$ cat config.mk
export PLATFORM = sky130hd
export DESIGN_NAME = redmule_tile_sched_flat
export DESIGN_NICKNAME = d
export VERILOG_FILES = /design/src/rtl/redmule_tile_if.sv /design/src/rtl/redmule_tile_sched.sv /design/src/flat_wrapper.sv
export SDC_FILE = /design/constraint.sdc
export NUM_CORES = 1
export LEC_CHECK = 0
export CORE_MARGIN = 3
export CORE_UTILIZATION = 37
export CTS_BUF_LIST = sky130_fd_sc_hd__clkbuf_8
export CTS_CLUSTER_DIAMETER = 50
export DETAILED_ROUTE_END_ITERATION = 6
export PLACE_DENSITY_LB_ADDON = 0.1
export SYNTH_ARGS = -nofsm -noshare
export SYNTH_HDL_FRONTEND = slang
export SYNTH_SLANG_ARGS = --single-unit
export TNS_END_PERCENT = 1
$ cat constraint.sdc
create_clock -name clk_i -period 3.4 [get_ports clk_i]
set_clock_uncertainty 0.1 [all_clocks]
set_input_delay 0.85 -clock clk_i [delete_from_list [all_inputs] [get_ports clk_i]]
set_output_delay 0.85 -clock clk_i [all_outputs]
set_load 0.02 [all_outputs]
$ cat src/rtl/redmule_tile_if.sv
// Tile descriptor handshake between the RedMulE tile scheduler and the streamer/buffer control.
// The master presents one descriptor per valid/ready handshake.
interface redmule_tile_if #(
  parameter int unsigned ITER_W = 16,
  parameter int unsigned LFT_W  = 8
);
  logic              tile_valid;
  logic              tile_ready;
  logic [ITER_W-1:0] tile_m;
  logic [ITER_W-1:0] tile_k;
  logic [ITER_W-1:0] tile_n;
  logic [LFT_W-1:0]  tile_m_size;
  logic [LFT_W-1:0]  tile_k_size;
  logic [LFT_W-1:0]  tile_n_size;
  logic              tile_first;
  logic              tile_last;

  modport master (
    output tile_valid, tile_m, tile_k, tile_n,
           tile_m_size, tile_k_size, tile_n_size, tile_first, tile_last,
    input  tile_ready
  );

  modport slave (
    input  tile_valid, tile_m, tile_k, tile_n,
           tile_m_size, tile_k_size, tile_n_size, tile_first, tile_last,
    output tile_ready
  );
endinterface

$ cat src/rtl/redmule_tile_sched.sv
// RedMulE tile-iteration scheduler: walks M (outer), K (middle), N (inner) tiles of Z = X*W (+Y)
// and issues one registered descriptor per handshake with leftover-aware sizes and store count.
module redmule_tile_sched #(
  parameter int unsigned ARRAY_HEIGHT = 4,
  parameter int unsigned PIPE_REGS    = 3,
  parameter int unsigned ARRAY_WIDTH  = 12,
  parameter int unsigned ITER_W       = 16,
  parameter int unsigned LFT_W        = 8
) (
  input  logic                clk_i,
  input  logic                rst_ni,
  input  logic                clear_i,
  input  logic                start_i,
  input  logic [ITER_W-1:0]   m_iters_i,
  input  logic [ITER_W-1:0]   n_iters_i,
  input  logic [ITER_W-1:0]   k_iters_i,
  input  logic [LFT_W-1:0]    m_lft_i,
  input  logic [LFT_W-1:0]    n_lft_i,
  input  logic [LFT_W-1:0]    k_lft_i,
  redmule_tile_if.master      tile,
  output logic [2*ITER_W-1:0] stores_o,
  output logic                busy_o,
  output logic                done_o
);

  localparam int unsigned TILE_K = (PIPE_REGS + 1) * ARRAY_HEIGHT;
  localparam int unsigned ST_W   = 2 * ITER_W;

  typedef enum logic [1:0] {IDLE, ISSUE, DONE} state_e;

  state_e            state_q, state_d;
  logic [ITER_W-1:0] m_q, k_q, n_q, m_d, k_d, n_d;
  logic [ITER_W-1:0] m_last_q, k_last_q, n_last_q, m_last_d, k_last_d, n_last_d;
  logic [LFT_W-1:0]  m_lft_q, k_lft_q, n_lft_q, m_lft_d, k_lft_d, n_lft_d;
  logic [LFT_W-1:0]  m_size_q, k_size_q, n_size_q, m_size_d, k_size_d, n_size_d;
  logic              first_q, last_q, first_d, last_d;
  logic              valid_q, valid_d, busy_q, busy_d, done_q, done_d;
  logic [ST_W-1:0]   stores_q, stores_d;
  logic              hs, zero_cnt;

  assign hs       = valid_q & tile.tile_ready;
  assign zero_cnt = (m_iters_i == '0) || (k_iters_i == '0) || (n_iters_i == '0);

  always_ff @(posedge clk_i or negedge rst_ni) begin
    if (!rst_ni) begin
      state_q  <= IDLE;
      m_q      <= '0;
      k_q      <= '0;
      n_q      <= '0;
      m_last_q <= '0;
      k_last_q <= '0;
      n_last_q <= '0;
      m_lft_q  <= '0;
      k_lft_q  <= '0;
      n_lft_q  <= '0;
      m_size_q <= '0;
      k_size_q <= '0;
      n_size_q <= '0;
      first_q  <= 1'b0;
      last_q   <= 1'b0;
      valid_q  <= 1'b0;
      busy_q   <= 1'b0;
      done_q   <= 1'b0;
      stores_q <= '0;
    end else begin
      state_q  <= state_d;
      m_q      <= m_d;
      k_q      <= k_d;
      n_q      <= n_d;
      m_last_q <= m_last_d;
      k_last_q <= k_last_d;
      n_last_q <= n_last_d;
      m_lft_q  <= m_lft_d;
      k_lft_q  <= k_lft_d;
      n_lft_q  <= n_lft_d;
      m_size_q <= m_size_d;
      k_size_q <= k_size_d;
      n_size_q <= n_size_d;
      first_q  <= first_d;
      last_q   <= last_d;
      valid_q  <= valid_d;
      busy_q   <= busy_d;
      done_q   <= done_d;
      stores_q <= stores_d;
    end
  end

  // Next state, counter walk and the descriptor that will be presented next cycle.
  always_comb begin
    state_d  = state_q;
    m_d      = m_q;
    k_d      = k_q;
    n_d      = n_q;
    m_last_d = m_last_q;
    k_last_d = k_last_q;
    n_last_d = n_last_q;
    m_lft_d  = m_lft_q;
    k_lft_d  = k_lft_q;
    n_lft_d  = n_lft_q;
    stores_d = stores_q;
    done_d   = 1'b0;

    case (state_q)
      IDLE: begin
        if (start_i) begin
          m_last_d = m_iters_i - ITER_W'(1);
          k_last_d = k_iters_i - ITER_W'(1);
          n_last_d = n_iters_i - ITER_W'(1);
          m_lft_d  = m_lft_i;
          k_lft_d  = k_lft_i;
          n_lft_d  = n_lft_i;
          m_d      = '0;
          k_d      = '0;
          n_d      = '0;
          stores_d = '0;
          state_d  = zero_cnt ? DONE : ISSUE;
        end
      end
      ISSUE: begin
        if (hs) begin
          if (last_q) stores_d = stores_q + ST_W'(1);
          if (n_q != n_last_q) begin
            n_d = n_q + ITER_W'(1);
          end else begin
            n_d = '0;
            if (k_q != k_last_q) begin
              k_d = k_q + ITER_W'(1);
            end else begin
              k_d = '0;
              if (m_q != m_last_q) begin
                m_d = m_q + ITER_W'(1);
              end else begin
                m_d     = '0;
                state_d = DONE;
              end
            end
          end
        end
      end
      DONE: begin
        done_d  = 1'b1;
        state_d = IDLE;
      end
      default: state_d = IDLE;
    endcase

    // Soft clear wins over start and over a handshake in the same cycle.
    if (clear_i) begin
      state_d  = IDLE;
      m_d      = '0;
      k_d      = '0;
      n_d      = '0;
      stores_d = '0;
      done_d   = 1'b0;
    end

    valid_d  = (state_d == ISSUE);
    busy_d   = (state_d != IDLE);
    first_d  = valid_d && (n_d == '0);
    last_d   = valid_d && (n_d == n_last_d);
    m_size_d = !valid_d ? '0 :
               ((m_d == m_last_d) && (m_lft_d != '0)) ? m_lft_d : LFT_W'(ARRAY_WIDTH);
    k_size_d = !valid_d ? '0 :
               ((k_d == k_last_d) && (k_lft_d != '0)) ? k_lft_d : LFT_W'(TILE_K);
    n_size_d = !valid_d ? '0 :
               ((n_d == n_last_d) && (n_lft_d != '0)) ? n_lft_d : LFT_W'(ARRAY_HEIGHT);
  end

  assign tile.tile_valid  = valid_q;
  assign tile.tile_m      = m_q;
  assign tile.tile_k      = k_q;
  assign tile.tile_n      = n_q;
  assign tile.tile_m_size = m_size_q;
  assign tile.tile_k_size = k_size_q;
  assign tile.tile_n_size = n_size_q;
  assign tile.tile_first  = first_q;
  assign tile.tile_last   = last_q;
  assign stores_o         = stores_q;
  assign busy_o           = busy_q;
  assign done_o           = done_q;

endmodule

$ cat src/flat_wrapper.sv
// flat-port wrapper written by rule: the top's interface ports become plain ports
module redmule_tile_sched_flat 
#(
  parameter int unsigned ARRAY_HEIGHT = 4,
  parameter int unsigned PIPE_REGS    = 3,
  parameter int unsigned ARRAY_WIDTH  = 12,
  parameter int unsigned ITER_W       = 16,
  parameter int unsigned LFT_W        = 8
)
  (clk_i, rst_ni, clear_i, start_i, m_iters_i, n_iters_i, k_iters_i, m_lft_i, n_lft_i, k_lft_i, stores_o, busy_o, done_o, tile_tile_valid, tile_tile_m, tile_tile_k, tile_tile_n, tile_tile_m_size, tile_tile_k_size, tile_tile_n_size, tile_tile_first, tile_tile_last, tile_tile_ready);
  redmule_tile_if #(.ITER_W(ITER_W), .LFT_W(LFT_W)) tile_i ();
  input  logic clk_i;
  input  logic rst_ni;
  input  logic clear_i;
  input  logic start_i;
  input  logic [ITER_W-1:0] m_iters_i;
  input  logic [ITER_W-1:0] n_iters_i;
  input  logic [ITER_W-1:0] k_iters_i;
  input  logic [LFT_W-1:0] m_lft_i;
  input  logic [LFT_W-1:0] n_lft_i;
  input  logic [LFT_W-1:0] k_lft_i;
  output logic [2*ITER_W-1:0] stores_o;
  output logic busy_o;
  output logic done_o;
  output wire logic [$bits(tile_i.tile_valid)-1:0] tile_tile_valid;
  output wire logic [$bits(tile_i.tile_m)-1:0] tile_tile_m;
  output wire logic [$bits(tile_i.tile_k)-1:0] tile_tile_k;
  output wire logic [$bits(tile_i.tile_n)-1:0] tile_tile_n;
  output wire logic [$bits(tile_i.tile_m_size)-1:0] tile_tile_m_size;
  output wire logic [$bits(tile_i.tile_k_size)-1:0] tile_tile_k_size;
  output wire logic [$bits(tile_i.tile_n_size)-1:0] tile_tile_n_size;
  output wire logic [$bits(tile_i.tile_first)-1:0] tile_tile_first;
  output wire logic [$bits(tile_i.tile_last)-1:0] tile_tile_last;
  input wire logic [$bits(tile_i.tile_ready)-1:0] tile_tile_ready;
  assign tile_tile_valid = tile_i.tile_valid;
  assign tile_tile_m = tile_i.tile_m;
  assign tile_tile_k = tile_i.tile_k;
  assign tile_tile_n = tile_i.tile_n;
  assign tile_tile_m_size = tile_i.tile_m_size;
  assign tile_tile_k_size = tile_i.tile_k_size;
  assign tile_tile_n_size = tile_i.tile_n_size;
  assign tile_tile_first = tile_i.tile_first;
  assign tile_tile_last = tile_i.tile_last;
  assign tile_i.tile_ready = tile_tile_ready;
  redmule_tile_sched #(.ARRAY_HEIGHT(ARRAY_HEIGHT), .PIPE_REGS(PIPE_REGS), .ARRAY_WIDTH(ARRAY_WIDTH), .ITER_W(ITER_W), .LFT_W(LFT_W)) u_core (.clk_i(clk_i), .rst_ni(rst_ni), .clear_i(clear_i), .start_i(start_i), .m_iters_i(m_iters_i), .n_iters_i(n_iters_i), .k_iters_i(k_iters_i), .m_lft_i(m_lft_i), .n_lft_i(n_lft_i), .k_lft_i(k_lft_i), .tile(tile_i), .stores_o(stores_o), .busy_o(busy_o), .done_o(done_o));
endmodule
==> summary.txt, run 1 <==
Logic synthesis
  • YS warnings: 0
  • Distinct cells, synth: 87
  • Number of enable flip-flop cells after synthesis: 0
  • Ys async rst share: 100%
  • Seq/Total Area, Yosys: 39.5%
  • Dominant cell type by area after synthesis: dfrtp_1
  • Synthesized area per cell: 8.62 µm²
  • Cell Area, Synth: 11,600 µm²
  • Ys flop type: dfrtp_1
  • Count of state elements after synthesis: 183
  • Area contributors post-synth: dfrtp_1 (40%), nand2_1 (5.3%), xor2_1 (5.2%), xnor2_1 (4.7%), nor2_1 (4.4%)
  • Cells after synthesis: 1,344
  • Synth top area share: 39.5%
  • Syn nets: 1,428

Detailed routing
  • Drt first pass iters: 5
  • Post-Route WL: 46,800 µm
  • Vias/cell: 5.39
  • Wire per inst: 20.3 µm
  • First DRT Iteration DRCs: 818
  • DR DRC count: 0
  • Routed Antenna Nets: 0
  • Vias: 12.4k

Worst setup path
  • R2R Path End: u_core.tile.tile_k_size[6]$_DFF_PN0_
  • Req. time, crit path: 3.72 ns
  • Reg-to-reg startpoint: u_core.tile.tile_n[2]$_DFF_PN0_
  • R2r setup slk: -0.01 ns
  • FF-to-FF path depth: 15
  • Worst Path Max Fanout: 7
  • Delay-heaviest family, CP: simple AND/OR/NAND/NOR gates
  • Slowest-stage cell, CP: or4b_4
  • Crit Path Category: primary input to flop
  • Setup crit end kind: flop
  • Crit-path cells: clkdlybuf4s15_2, inv_1, ha_2, or4b_4, buf_6, o21ai_2, a31o_2, nor2_1, o31ai_2, nand4bb_1, nand4b_1, nor4_2, buf_4, nand4_4, a21oi_2
  • Crit path buf inv count: 4
  • Largest stage delay on the critical path: 0.54 ns
  • CP arrival: 3.80 ns
  • Crit start category: primary input

Cells and area
  • Antenna Cells: 0
  • Share of layout cells above drive strength 1: 31.3%
  • Area growth from synthesis to layout: 55.2%
  • Final non-filler cell total: 2,303
  • Most common cell after layout, fill and taps aside: buf_4
  • Fin area: 18,000 µm²
  • # fillers: 2,877
  • Post-layout net count: 1,978
  • Most frequent cells in the layout: buf_4 (395), dfrtp_1 (183), clkdlybuf4s50_1 (166)

Timing
  • Slew Limit Fails: 0
  • RSZ-0062 raised after global routing: true
  • Final worst slack: -0.0740 ns
  • Crit share post-route: 102%
  • Hold slack: 0.167 ns
  • F_max: 0.288 GHz
  • Worst Max-Slew Pin Slew: 0.542 ns
  • Rel. slew slack: 63.5%
  • Finish-stage setup viols: 13
  • Final Critical Period: 3.47 ns
  • Hold Vio Cnt, Final: 0

Global route
  • GRT overflow: 0
  • Vias in the first global route: 12.6k
  • Initial antenna violation count: 0
  • First-pass GRT wire length: 72,400 µm
  • Pin count of the biggest net entering global routing: 78
  • GR Util All Layers: 28.0%

Status
  • Violated checks: setup timing
  • Status: complete, but fails checks

Clock network
  • Root buffer cell: clkbuf_8
  • Clk sinks: 183
  • Worst-Skew Late Latency: 0.51 ns
  • CTS clk-pin slew, worst paths: 0.11 ns
  • CTS buffer count: 17
  • H-tree Lvls: 4
  • CTS tree: built
  • Max Buffers Root-to-Sink: 2

Die
  • Die height: 183 µm
  • Num rows: 64
  • Initial core utilization: 37.7%
  • Die extent in x: 183 µm
  • Full die area: 33,500 µm²
  • CORE AREA: 30,700 µm²
  • I/O pin cnt: 186

Pwr
  • Peak VDD IR: 0.238 mV
  • Power per cell area: 308 nW/µm²
  • Total power draw: 5.53 mW
  • Leak pwr: 7.83 nW

Min path
  • Hold WC Path Type: primary input to asynchronous set/reset pin

Job
  • Total of max-cap violations: 0

Placed design
  • DP Wirelength: 36,500 µm
  • Final Wtd Congestion: 0.960
  • Inst Count DP: 2,248
  • Count of input and output buffers: 185
  • Dpl cell area: 16,700 µm²
==> synthesized netlist by cell type (8+ instances only) <==
library cell	n
a211oi_1	8
clkbuf_1	36
nor2_1	137
or4_1	15
or3_1	17
nor2b_1	8
buf_2	22
a31oi_1	15
nand4_1	30
and3_1	19
nand2b_1	12
mux2i_1	19
nor3_1	41
nor3b_1	11
xor2_1	69
nand3_1	43
dfrtp_1	183
o31ai_1	11
inv_1	50
nand2_1	162
a21oi_1	70
o21ai_0	82
xnor2_1	62
nor4b_1	10
and4_1	9
nor4_1	39
==> sequential cells by signal, indices dropped and copies added (netlist names) <==
| signal | flops |
|---|---|
| u_core.busy_o | 1 |
| u_core.done_o | 1 |
| u_core.k_last_q | 16 |
| u_core.k_lft_q | 8 |
| u_core.m_last_q | 16 |
| u_core.m_lft_q | 8 |
| u_core.n_last_q | 16 |
| u_core.n_lft_q | 8 |
| u_core.state_q | 2 |
| u_core.stores_o | 32 |
| u_core.tile.tile_first | 1 |
| u_core.tile.tile_k | 16 |
| u_core.tile.tile_k_size | 8 |
| u_core.tile.tile_last | 1 |
| u_core.tile.tile_m | 16 |
| u_core.tile.tile_m_size | 8 |
| u_core.tile.tile_n | 16 |
| u_core.tile.tile_n_size | 8 |
| u_core.tile.tile_valid | 1 |
==> where the power goes <==
group	total (mW)	internal [mW]	switching, mW
registers	2.40	2.31	0.0959
logic	1.45	0.692	0.761
clock network	1.67	0.790	0.884
total	5.53	3.79	1.74
==> how the worst max path moves through the flow <==
stage / startpoint / endpoint / slack, ns / cells past startpoint
floorplan: k_iters_i[2] / u_core.tile.tile_k_size[0]$_DFF_PN0_ / -0.08 / 11
finish: k_iters_i[0] / u_core.tile.tile_k_size[6]$_DFF_PN0_ / -0.07 / 15
CTS: n_iters_i[2] / u_core.tile.tile_n_size[5]$_DFF_PN0_ / -0.02 / 12
detailed placement: k_iters_i[0] / u_core.tile.tile_k_size[6]$_DFF_PN0_ / -0.99 / 12
global placement: start_i / u_core.tile.tile_m_size[5]$_DFF_PN0_ / -0.91 / 13
global route: u_core.k_last_q[8]$_DFF_PN0_ / u_core.tile.tile_k_size[6]$_DFF_PN0_ / -0.18 / 16
==> per-stage QoR <==
stage | worst slack (ns) | setup TNS [ns] | utilization, %
after floorplan | -0.0845 | -1.24 | -
after global placement | -0.908 | -27.67 | 54.3
after detailed placement | -0.993 | -28.39 | 54.3
after CTS | -0.0154 | -0.0431 | 57.7
after global routing | -0.182 | -3.11 | 58.5
final | -0.0740 | -0.545 | 58.5
==> what timing repair did <==
item	4_1_cts	5_1_grt
buffers inserted	20	3
endpoints found under the setup margin	28	30
gates cloned	1	0
hold buffers	0	0
resized for setup	116	51
pin swaps	50	28
==> area by class of cell <==
class | instances | area [µm²] | area share [%]
repair buffers | 604 | 5170 | 28.8
clock buffers | 19 | 262 | 1.45
clock inverters | 13 | 184 | 1.02
well taps | 396 | 495 | 2.76
multi-input cells | 1038 | 7090 | 39.5
inverters | 50 | 188 | 1.04
flip-flops and latches | 183 | 4580 | 25.5
==> kinds of logic after synthesis <==
family	Yosys count	synth area share (%)
flops	183	39.5
xor+xnor	133	10.2
mux	22	1.93
simple gates	603	27.7
buf+inv	123	4.74
fa+ha+maj	7	0.756
compound gates	273	15.1
==> metal layers <==
| layer | GRT usage [%] | up-vias | wire length (µm) |
|---|---|---|---|
| met5 | 0 | - | 0 |
| met4 | 11.0 | 0 | 1550 |
| met3 | 3.95 | 76 | 2570 |
| met2 | 46.2 | 443 | 22000 |
| met1 | 37.4 | 5983 | 20700 |
| li1 | - | 5922 | - |
(Power assumes the default switching activity.)
==> run 2, diff against run 1 <==
--- a/config.mk
+++ b/config.mk
@@ -10,6 +10,7 @@
 export CTS_BUF_LIST = sky130_fd_sc_hd__clkbuf_8
 export CTS_CLUSTER_DIAMETER = 50
 export DETAILED_ROUTE_END_ITERATION = 6
+export GPL_ROUTABILITY_DRIVEN = 0
 export PLACE_DENSITY_LB_ADDON = 0.1
 export SYNTH_ARGS = -nofsm -noshare
 export SYNTH_HDL_FRONTEND = slang
==> summary.txt, run 2 (same netlist as run 1, synthesis figures left out) <==
Timing
  • Slew Limit Fails: 0 (unchanged)
  • Hold Vio Cnt, Final: 0 (unchanged)
  • Crit share post-route: 104% (+1.5 points)
  • F_max: 0.284 GHz (-1.5%)
  • Setup TNS: -1.37 ns (-0.830 ns)
  • Hold slack: 0.235 ns (+0.0679 ns)
  • Worst Max-Slew Pin Slew: 0.597 ns (+0.0550 ns)
  • RSZ-0062 raised after global routing: true
  • Final worst slack: -0.126 ns (-0.0524 ns)
  • Rel. slew slack: 59.9% (-3.6 points)
  • Final Critical Period: 3.53 ns (+0.0524 ns)
  • Finish-stage setup viols: 16 (+3)

Clock network
  • H-tree Lvls: 4 (unchanged)
  • CTS tree: built
  • Worst-Skew Late Latency: 0.51 ns (about the same)
  • Clk sinks: 183 (unchanged)
  • CTS buffer count: 17 (unchanged)
  • Hold Buf Count CTS: 0 (unchanged)
  • Root buffer cell: clkbuf_8
  • CTS clk-pin slew, worst paths: 0.11 ns (about the same)
  • Max Buffers Root-to-Sink: 2 (unchanged)

Detailed routing
  • Drt first pass iters: 5 (unchanged)
  • First DRT Iteration DRCs: 1,006 (+23%)
  • Vias: 12.3k (-0.76%)
  • Post-Route WL: 43,800 µm (-6.3%)
  • DR DRC count: 0 (unchanged)
  • Routed Antenna Nets: 0 (unchanged)
  • Wire per inst: 19.4 µm (-4.6%)
  • Vias/cell: 5.45 (+1.0%)

Global route
  • GRT overflow: 0 (unchanged)
  • Initial antenna violation count: 1 (+1)
  • GR Util All Layers: 26.1% (-1.9 points)
  • Pin count of the biggest net entering global routing: 60 (-23%)
  • Vias in the first global route: 12.5k (-1.5%)
  • First-pass GRT wire length: 68,900 µm (-4.8%)

Worst setup path
  • Crit start category: primary input
  • FF-to-FF path depth: 12 (-3)
  • CP arrival: 3.84 ns (+0.04 ns)
  • Worst Path Max Fanout: 6 (-1)
  • Setup crit end kind: flop
  • Crit Path Category: primary input to flop
  • Req. time, crit path: 3.72 ns (about the same)

Pwr
  • Switching part of the total power: 32.6% (+1.1 points)
  • Internal power: 3.56 mW (-6.0%)
  • Peak VDD IR: 0.200 mV (-16%)
  • Power per cell area: 304 nW/µm² (-1.3%)
  • Net switching power: 1.72 mW (-1.1%)
  • Leak pwr: 7.55 nW (-3.6%)
  • Clock Power Share: 28.7% (-1.6 points)
  • Combinational power share: 25.8% (-0.5 points)
  • Seq pwr share: 45.5% (+2.0 points)

Placed design
  • Pre-CTS WS: -0.981 ns (+0.0112 ns)
  • DP Wirelength: 34,200 µm (-6.2%)
  • Count of input and output buffers: 185 (unchanged)
  • Dpl cell area: 16,500 µm² (-1.5%)

Die
  • I/O pin cnt: 186 (unchanged)
  • Full die area: 33,500 µm² (unchanged)
  • Initial core utilization: 37.7% (unchanged)
  • Die height: 183 µm (unchanged)
  • CORE AREA: 30,700 µm² (unchanged)
  • Die extent in x: 183 µm (unchanged)
  • Num rows: 64 (unchanged)

Job
  • Total of max-cap violations: 0 (unchanged)

Min path
  • Hold WC Path Type: primary input to asynchronous set/reset pin

Cells and area
  • Largest register FFs: 32 (unchanged)
  • Fin area: 17,400 µm² (-3.2%)
  • # fillers: 2,915 (+1.3%)
  • Final core utilization: 56.6% (-1.9 points)
  • Area growth from synthesis to layout: 50.2%
  • Most common cell after layout, fill and taps aside: buf_4
  • Most frequent cells in the layout: buf_4 (362), dfrtp_1 (183), clkdlybuf4s50_1 (169)
  • Post-layout net count: 1,936 (-2.1%)
  • Share of layout cells above drive strength 1: 28.1% (-3.2 points)

Status
  • Violated checks: setup timing
  • Status: complete, but fails checks
run 2: cell count changes in the layout (fill, tap and decap cells not counted), sizes merged, moves of 3 or more:
cell / previous run / this run
clkdlybuf4s50: 166 / 169
clkinv: 2 / 5
buf: 420 / 377
dlygate4sd2: 10 / 6
clkbuf: 22 / 18
run 2: path summary, 6_finish.rpt:
kind	startpoint	endpoint	slack, ns
hold reg to reg	u_core.n_lft_q[2]$_DFF_PN0_	u_core.n_lft_q[2]$_DFF_PN0_	0.40
hold / removal	rst_ni	u_core.tile.tile_k[11]$_DFF_PN0_	0.23
min in group clk_i	u_core.n_lft_q[2]$_DFF_PN0_	u_core.n_lft_q[2]$_DFF_PN0_	0.40
setup / recovery	m_iters_i[0]	u_core.tile.tile_m_size[7]$_DFF_PN0_	-0.13
max in group asynchronous	rst_ni	u_core.m_last_q[9]$_DFF_PN0_	2.19
setup reg to reg	u_core.k_last_q[10]$_DFF_PN0_	u_core.tile.tile_m_size[7]$_DFF_PN0_	-0.09
run 2: power by group through the flow:
stage / registers, mW / logic (mW) / clock network [mW]
after global routing: 2.42 / 1.47 / 1.65
after CTS: 2.40 / 1.33 / 1.57
after floorplan: 2.43 / 0.573 / 0
after detailed placement: 2.44 / 1.29 / 0
after global placement: 2.44 / 1.28 / 0
final: 2.40 / 1.36 / 1.52
run 2: critical path: stages:
cell	delay (ns)
clkdlybuf4s50_1	0.42
inv_1	0.06
ha_1	0.17
nor3b_4	0.22
nand2_1	0.11
or4_4	0.46
xor2_4	0.17
buf_4	0.12
a21oi_1	0.09
nand3_1	0.10
o311ai_1	0.15
nor4_4	0.39
nand3_4	0.22
nor4b_2	0.31
run 2: repair_timing:
item / in CTS / in global routing
resized for setup: 76 / 44
setup endpoints to repair: 28 / 27
pin swaps: 21 / 13
setup buffers: 8 / 0
run 2: layout make-up:
type | instances | area (µm²) | area share, %
multi-input cells | 1038 | 6920 | 39.8
clock buffers | 17 | 234 | 1.34
repair buffers | 562 | 4820 | 27.7
inverters | 50 | 188 | 1.08
flip-flops and latches | 183 | 4580 | 26.3
clock inverters | 15 | 160 | 0.921
well taps | 396 | 495 | 2.85
diodes | 1 | 2.50 | 0.0144
run 2: through the flow:
stage | power [mW] | cells
final | 5.28 | 2262
after CTS | 5.30 | 2261
after global routing | 5.55 | 2262
after detailed placement | 3.73 | 2221
after global placement | 3.72 | 2221
after floorplan | 3.01 | 1344
run 2: metal layers:
metal | vias up | routed length, µm | part of all wire [%] | track usage (%)
met4 | 0 | 1530 | 3.5 | 10.4
met2 | 512 | 19900 | 45 | 41.3
met3 | 101 | 3010 | 6.9 | 4.60
li1 | 5828 | - | - | -
met1 | 5889 | 19400 | 44 | 35.8
met5 | - | 0 | 0 | 0
